## src/rtl/bin2bcd8.sv

```systemverilog
// -----------------------------------------------------------------------------
// bin2bcd8 -- sequential binary to packed-BCD converter (shift-and-add-3).
//
// Converts an unsigned BIN_W-bit value into 8 packed BCD digits, consuming one
// input bit per clock.
//
// Latency: Start is accepted on edge 0, shifts happen on edges 1..BIN_W, and
// the result is published on edge BIN_W+1 together with a one-cycle Done.
// Back-to-back conversions therefore repeat every BIN_W+2 cycles.
//
// Bcd_data and Ovf only change on the Done edge, so the downstream display
// never sees a partially converted value.
//
// Ports:
//   Clk       in   system clock
//   Reset_n   in   asynchronous, active-low reset
//   Start     in   conversion request, only looked at while idle
//   Bin       in   BIN_W-bit unsigned value, captured when Start is accepted
//   Busy      out  high while a conversion is running
//   Done      out  one-cycle pulse; Bcd_data/Ovf valid from this cycle
//   Bcd_data  out  8 packed BCD digits, digit 7 in [31:28], digit 0 in [3:0]
//   Ovf       out  last result exceeded 99,999,999
//
// Parameter:
//   BIN_W     input width, 1..32 (default 27)
//
// Optional feature macro: BIN2BCD8_SAT_EN
//   defined   -> an overflowing result is shown as 9999_9999
//   undefined -> the low 8 digits are shown (modulo 10^8 wrap)
// -----------------------------------------------------------------------------
module bin2bcd8 #(
   parameter int BIN_W = 27
) (
   input  logic             Clk,
   input  logic             Reset_n,
   input  logic             Start,
   input  logic [BIN_W-1:0] Bin,
   output logic             Busy,
   output logic             Done,
   output logic [31:0]      Bcd_data,
   output logic             Ovf
);

   localparam logic [1:0] ST_IDLE   = 2'd0;
   localparam logic [1:0] ST_SHIFT  = 2'd1;
   localparam logic [1:0] ST_FINISH = 2'd2;

   localparam logic [5:0] LAST_ITER = 6'(BIN_W - 1);

   logic [1:0]       state_q,   state_d;
   logic [BIN_W-1:0] bin_sr_q,  bin_sr_d;
   logic [39:0]      scratch_q, scratch_d;
   logic [5:0]       cnt_q,     cnt_d;
   logic             busy_q,    busy_d;
   logic             done_q,    done_d;
   logic [31:0]      bcd_q,     bcd_d;
   logic             ovf_q,     ovf_d;

   logic [39:0]       scratch_adj;
   logic [39+BIN_W:0] shifted;
   logic              ovf_now;

   // Add-3 correction: every digit >= 5 is bumped by 3 before the shift,
   // so that it carries correctly into the next decimal digit once doubled.
   always_comb begin
      scratch_adj = scratch_q;
      for (int i = 0; i < 10; i++) begin
         if (scratch_q[i*4 +: 4] >= 4'd5) begin
            scratch_adj[i*4 +: 4] = scratch_q[i*4 +: 4] + 4'd3;
         end
      end
   end

   // The scratch and binary registers shift as a single chain, so the
   // binary MSB enters scratch bit 0.
   assign shifted = {scratch_adj, bin_sr_q} << 1;

   // The two digits above the displayed eight are non-zero only when
   // the value exceeds 99,999,999.
   assign ovf_now = (scratch_q[39:32] != 8'h00);

   // Next-state logic for the converter FSM and its datapath.
   always_comb begin
      state_d   = state_q;
      bin_sr_d  = bin_sr_q;
      scratch_d = scratch_q;
      cnt_d     = cnt_q;
      busy_d    = busy_q;
      done_d    = 1'b0;
      bcd_d     = bcd_q;
      ovf_d     = ovf_q;

      case (state_q)
         ST_IDLE: begin
            if (Start) begin
               bin_sr_d  = Bin;
               scratch_d = 40'h0;
               cnt_d     = 6'd0;
               busy_d    = 1'b1;
               state_d   = ST_SHIFT;
            end
         end

         ST_SHIFT: begin
            scratch_d = shifted[39+BIN_W:BIN_W];
            bin_sr_d  = shifted[BIN_W-1:0];
            cnt_d     = cnt_q + 6'd1;
            if (cnt_q == LAST_ITER) begin
               state_d = ST_FINISH;
            end
         end

         ST_FINISH: begin
            ovf_d = ovf_now;
`ifdef BIN2BCD8_SAT_EN
            bcd_d = ovf_now ? 32'h9999_9999 : scratch_q[31:0];
`else
            bcd_d = scratch_q[31:0];
`endif
            done_d  = 1'b1;
            busy_d  = 1'b0;
            state_d = ST_IDLE;
         end

         default: begin
            busy_d  = 1'b0;
            state_d = ST_IDLE;
         end
      endcase
   end

   // State and datapath registers; reset aborts any running conversion.
   always_ff @(posedge Clk or negedge Reset_n) begin
      if (!Reset_n) begin
         state_q   <= ST_IDLE;
         bin_sr_q  <= '0;
         scratch_q <= 40'h0;
         cnt_q     <= 6'd0;
         busy_q    <= 1'b0;
         done_q    <= 1'b0;
         bcd_q     <= 32'h0000_0000;
         ovf_q     <= 1'b0;
      end else begin
         state_q   <= state_d;
         bin_sr_q  <= bin_sr_d;
         scratch_q <= scratch_d;
         cnt_q     <= cnt_d;
         busy_q    <= busy_d;
         done_q    <= done_d;
         bcd_q     <= bcd_d;
         ovf_q     <= ovf_d;
      end
   end

   assign Busy     = busy_q;
   assign Done     = done_q;
   assign Bcd_data = bcd_q;
   assign Ovf      = ovf_q;

endmodule

```

## config.mk

```make
export PLATFORM = sky130hd
export DESIGN_NAME = bin2bcd8
export DESIGN_NICKNAME = d
export VERILOG_FILES = /design/src/rtl/bin2bcd8.sv
export SDC_FILE = /design/constraint.sdc
export NUM_CORES = 1
export LEC_CHECK = 0
export ABC_AREA = 1
export BUFFER_PORTS_ARGS = -buffer_cell sky130_fd_sc_hd__buf_4
export CORE_UTILIZATION = 35
export CTS_CLUSTER_SIZE = 28
export DETAILED_ROUTE_END_ITERATION = 7
export SYNTH_ARGS = -nofsm -noshare
export SYNTH_HDL_FRONTEND = slang
export SYNTH_SLANG_ARGS = --single-unit
```

## constraint.sdc

```tcl
create_clock -name Clk -period 1.2 [get_ports Clk]
set_input_delay 0.12 -clock Clk [delete_from_list [all_inputs] [get_ports Clk]]
set_output_delay 0.12 -clock Clk [all_outputs]
set_load 0.01 [all_outputs]
```

==> metrics.md <==
| Metric | Value |
|---|---|
| P_int | `11.35 mW` |
| Worst hold path depth | `3` |
| Slew @ Worst Pin | `0.2917 ns` |
| # clock sinks | `110` |
| HPWL after DPL | `8397 µm` |
| Status | `complete, but fails checks` |
| Port Buffers | `64` |
| TritonRoute pass-1 iters | `4` |
| Final hold slack | `-0.001774 ns` |
| Cell mode on critical path | `buf_12` |
| Total CTS buffers | `9` |
| Arr. time, crit path | `1.53 ns` |
| Via count | `4,999` |
| Critical Path RT | `1.47 ns` |
| Final Cycle Share | `105.4%` |
| I/O Pins | `65` |
| Tmin final | `1.265 ns` |
| Peak supply drop | `1161 µV` |
| Pleak | `3.956 nW` |
| Initial core utilization | `36.46%` |
| Vias in the first global route | `4,736` |
| # diodes | `0` |
| Synthesized cell area | `0.005379 mm²` |
| Die height | `126.0 µm` |
| Sw Ratio | `40.60%` |
| Crit-path slowest cell | `dfrtp_1` |
| Clock power share | `16.5%` |
| Number of distinct library cells after synthesis | `21` |
| RSZ-0062 raised after global routing | `true` |
| Gr usage total | `17.09%` |
| Largest net degree at the start of global routing | `66` |
| Post-synthesis sequential area ratio | `51.17%` |
| WL/cell | `14.94 µm` |
| Drt drc | `0` |
| Max stage delay on crit path | `0.43 ns` |
| Crit end category | `flip-flop` |
| Routed Antenna Nets | `0` |
| Hold Path Class | `input port to flip-flop` |
| Max-Cap Viols | `0` |
| Worst Path Max Fanout | `6` |
| Post-synthesis area per instance | `8.089 µm²` |
| Setup violations, final | `81` |
| Die width | `126.0 µm` |
| Syn nets | `719` |
| First DRT Iteration DRCs | `341` |
| Main flop type after synthesis | `dfrtp_1` |
| PD cells | `2460 mW/mm²` |
| Initial antenna violation count | `0` |
| Register bit total from synthesis | `110` |
| Mapped Cells | `665` |
| FF-to-FF path depth | `6` |
| Share of cells above drive strength 1 | `28.47%` |
| Sequential share of power | `31.9%` |
| Nets | `878` |
| Fmax | `790.4 MHz` |
| Final wirelength | `15,130 µm` |
| Clk buf depth | `2` |
| Final Hold Fails | `1` |
| Row Count | `44` |
| Slew headroom | `80.53%` |
| Clk slew on worst S/H paths | `0.07 ns` |
| Die area | `0.01587 mm²` |
| Number of buffers and inverters on the critical path | `3` |
| Ys async rst share | `100.0%` |
| Crit Reg-Reg Endpoint | `scratch_q[16]` |
| Crit Path Category | `flip-flop to flip-flop` |
| Top Family by Delay on Critical Path | `flip-flops` |
| Reg2reg setup slack | `-0.07 ns` |
| Setup ws final | `-0.06522 ns` |
| TritonCTS clock tree | `built` |
| First-pass GRT wire length | `21,710 µm` |
| Slew Viols, Final | `0` |
| Comb pwr share | `51.6%` |
| Switch Pwr | `7.757 mW` |
| Failing checks | `hold timing, setup timing` |
| Clock Latency Late Sink | `0.36 ns` |
| Post-synth EDFFs | `0` |
| Layout area overhead | `44.41%` |
| CTS Root Cell | `clkbuf_16` |
| Worst hold path startpoint | `Bin[20]` |
| Grt total ovfl | `0` |
| Yosys warnings | `0` |
| CORE AREA | `0.01475 mm²` |
| Mean number of vias per cell | `4.935` |
| Setup crit start kind | `flip-flop` |
| Worst Hold Path EP | `bin_sr_q[20]` |
| Max Clock Skew | `0.005166 ns` |
| Post-Place Setup Slack | `-0.06543 ns` |
| Crit path cell chain | `inv_2, nor2_4, buf_12, buf_12, nand2_1, o21bai_1` |
| H-tree Lvls | `3` |
| Gpl congestion | `0.8339` |
| PnR Total Power | `19.10 mW` |
| FF-to-FF Start | `state_q[0]` |
-- power groups by stage --
stage	clock network, mW	registers (mW)	logic, mW
floorplan	0	5.88	4.93
global placement	0	6.01	7.33
detailed placement	0	6.05	7.54
CTS	3.20	5.98	8.11
global route	3.32	6.27	11.0
finish	3.15	6.10	9.86
-- cells in the mapped netlist, drive strengths merged, types with 2 or more instances --
| master | count | area, µm² |
|---|---|---|
| o21bai | 9 | 67.56 |
| a21oi | 5 | 25.02 |
| inv | 58 | 217.7 |
| nand4 | 22 | 137.6 |
| nand2 | 251 | 949.7 |
| dfrtp | 110 | 2753 |
| o21ai | 62 | 310.3 |
| nand3 | 77 | 385.4 |
| buf | 21 | 113.9 |
| clkbuf | 2 | 7.510 |
| ha | 24 | 300.3 |
| nor2 | 22 | 100.1 |
-- repair_timing --
item / CTS / global route
hold endpoints to repair: 135 / 0
hold buffers: 26 / 0
setup buffers: 10 / 15
endpoints found under the setup margin: 48 / 103
cloned: 1 / 12
pin swaps: 3 / 24
gates resized for setup: 12 / 87
-- placed cells by master, fill, tap and decap left out --
master         synthesis  routed
buf_4                  1     115
o21ai_0               39      25
ha_2                   0       4
clkbuf_8               0       2
nor2_4                 2       4
inv_8                  0       1
buf_6                  1       6
clkbuf_1               2       1
dfrtp_1              110     110
inv_1                 54      42
o21ai_1               23      36
inv_4                  0       2
clkinvlp_4             0       2
o22ai_1                1       1
clkbuf_16              0      18
o21ai_2                0       1
inv_2                  4      13
a21oi_1                5       5
nor2_1                19      18
nand2_1              248     221
ha_4                   0       2
nand2_2                3      27
buf_8                  0       1
buf_12                 0      13
buf_16                 0       1
nand4_1               22      22
o21bai_1               9       9
nand2_4                0       2
bufinv_16              0       1
nand2_8                0       1
nand3_1               77      58
nor3_1                 1       1
nand3_2                0      19
dlygate4sd3_1          0      26
inv_6                  0       1
ha_1                  24      18
-- state kept, by name (all words and copies together), names as in the netlist --
signal     count
Done           1
state_q        2
cnt_q          6
Busy           1
bin_sr_q      27
scratch_q     40
Ovf            1
Bcd_data      32
-- metrics by stage --
| step | hold WS, ns | instances | utilization (%) | TNS [ns] | cell area [µm²] |
|---|---|---|---|---|---|
| after CTS | 0.002204 | 986 | 48.38 | -1.066 | 7138 |
| after floorplan | -0.1756 | 665 | - | 0 | 5383 |
| after global placement | -0.02647 | 933 | 43.57 | -0.05797 | 6429 |
| after detailed placement | -0.02806 | 933 | 43.57 | -0.6135 | 6429 |
| after global routing | 0.01100 | 1013 | 52.65 | -8.113 | 7767 |
| final | -0.001774 | 1013 | 52.65 | -1.919 | 7767 |
-- worst max-delay path by stage --
stage,from,end,slack [ns],cells past startpoint
CTS,state_q[0],Bcd_data[6],-0.04,6
floorplan,state_q[0],Bcd_data[10],0.01,6
global route,state_q[0],cnt_q[3],-0.13,7
global placement,state_q[0],scratch_q[16],-0.04,5
finish,state_q[0],scratch_q[16],-0.07,6
detailed placement,scratch_q[12],scratch_q[16],-0.07,7
-- worst min-delay path: stages --
cell and delay (ns):
buf_4 0.08, nand2_1 0.06, nand3_2 0.07
-- cell families after synthesis --
family	share of synthesized area, %
AO/OA/AOI/OAI	7.606
adder cells (fa/ha/maj)	5.583
buffers and inverters	6.304
flip-flops	51.17
AND/OR/NAND/NOR	29.33
-- final cells by class --
| type | count | area [µm²] |
|---|---|---|
| clock buffer | 12 | 256.5 |
| inverter | 58 | 230.2 |
| fill | 1352 | 6987 |
| multi-input combinational | 474 | 2525 |
| tap | 184 | 230.2 |
| sequential | 110 | 2753 |
| clock inverter | 4 | 53.80 |
| timing repair buffer | 171 | 1719 |
-- metal layers --
| metal | part of all wire (%) | vias up | GRT usage, % |
|---|---|---|---|
| li1 | - | 2491 | - |
| met1 | 45 | 2356 | 20.96 |
| met2 | 48 | 131 | 29.77 |
| met3 | 4.8 | 21 | 3.781 |
| met4 | 1.8 | 0 | 5.528 |
| met5 | 0 | - | 0 |
Power figures use the tool's default switching activity.
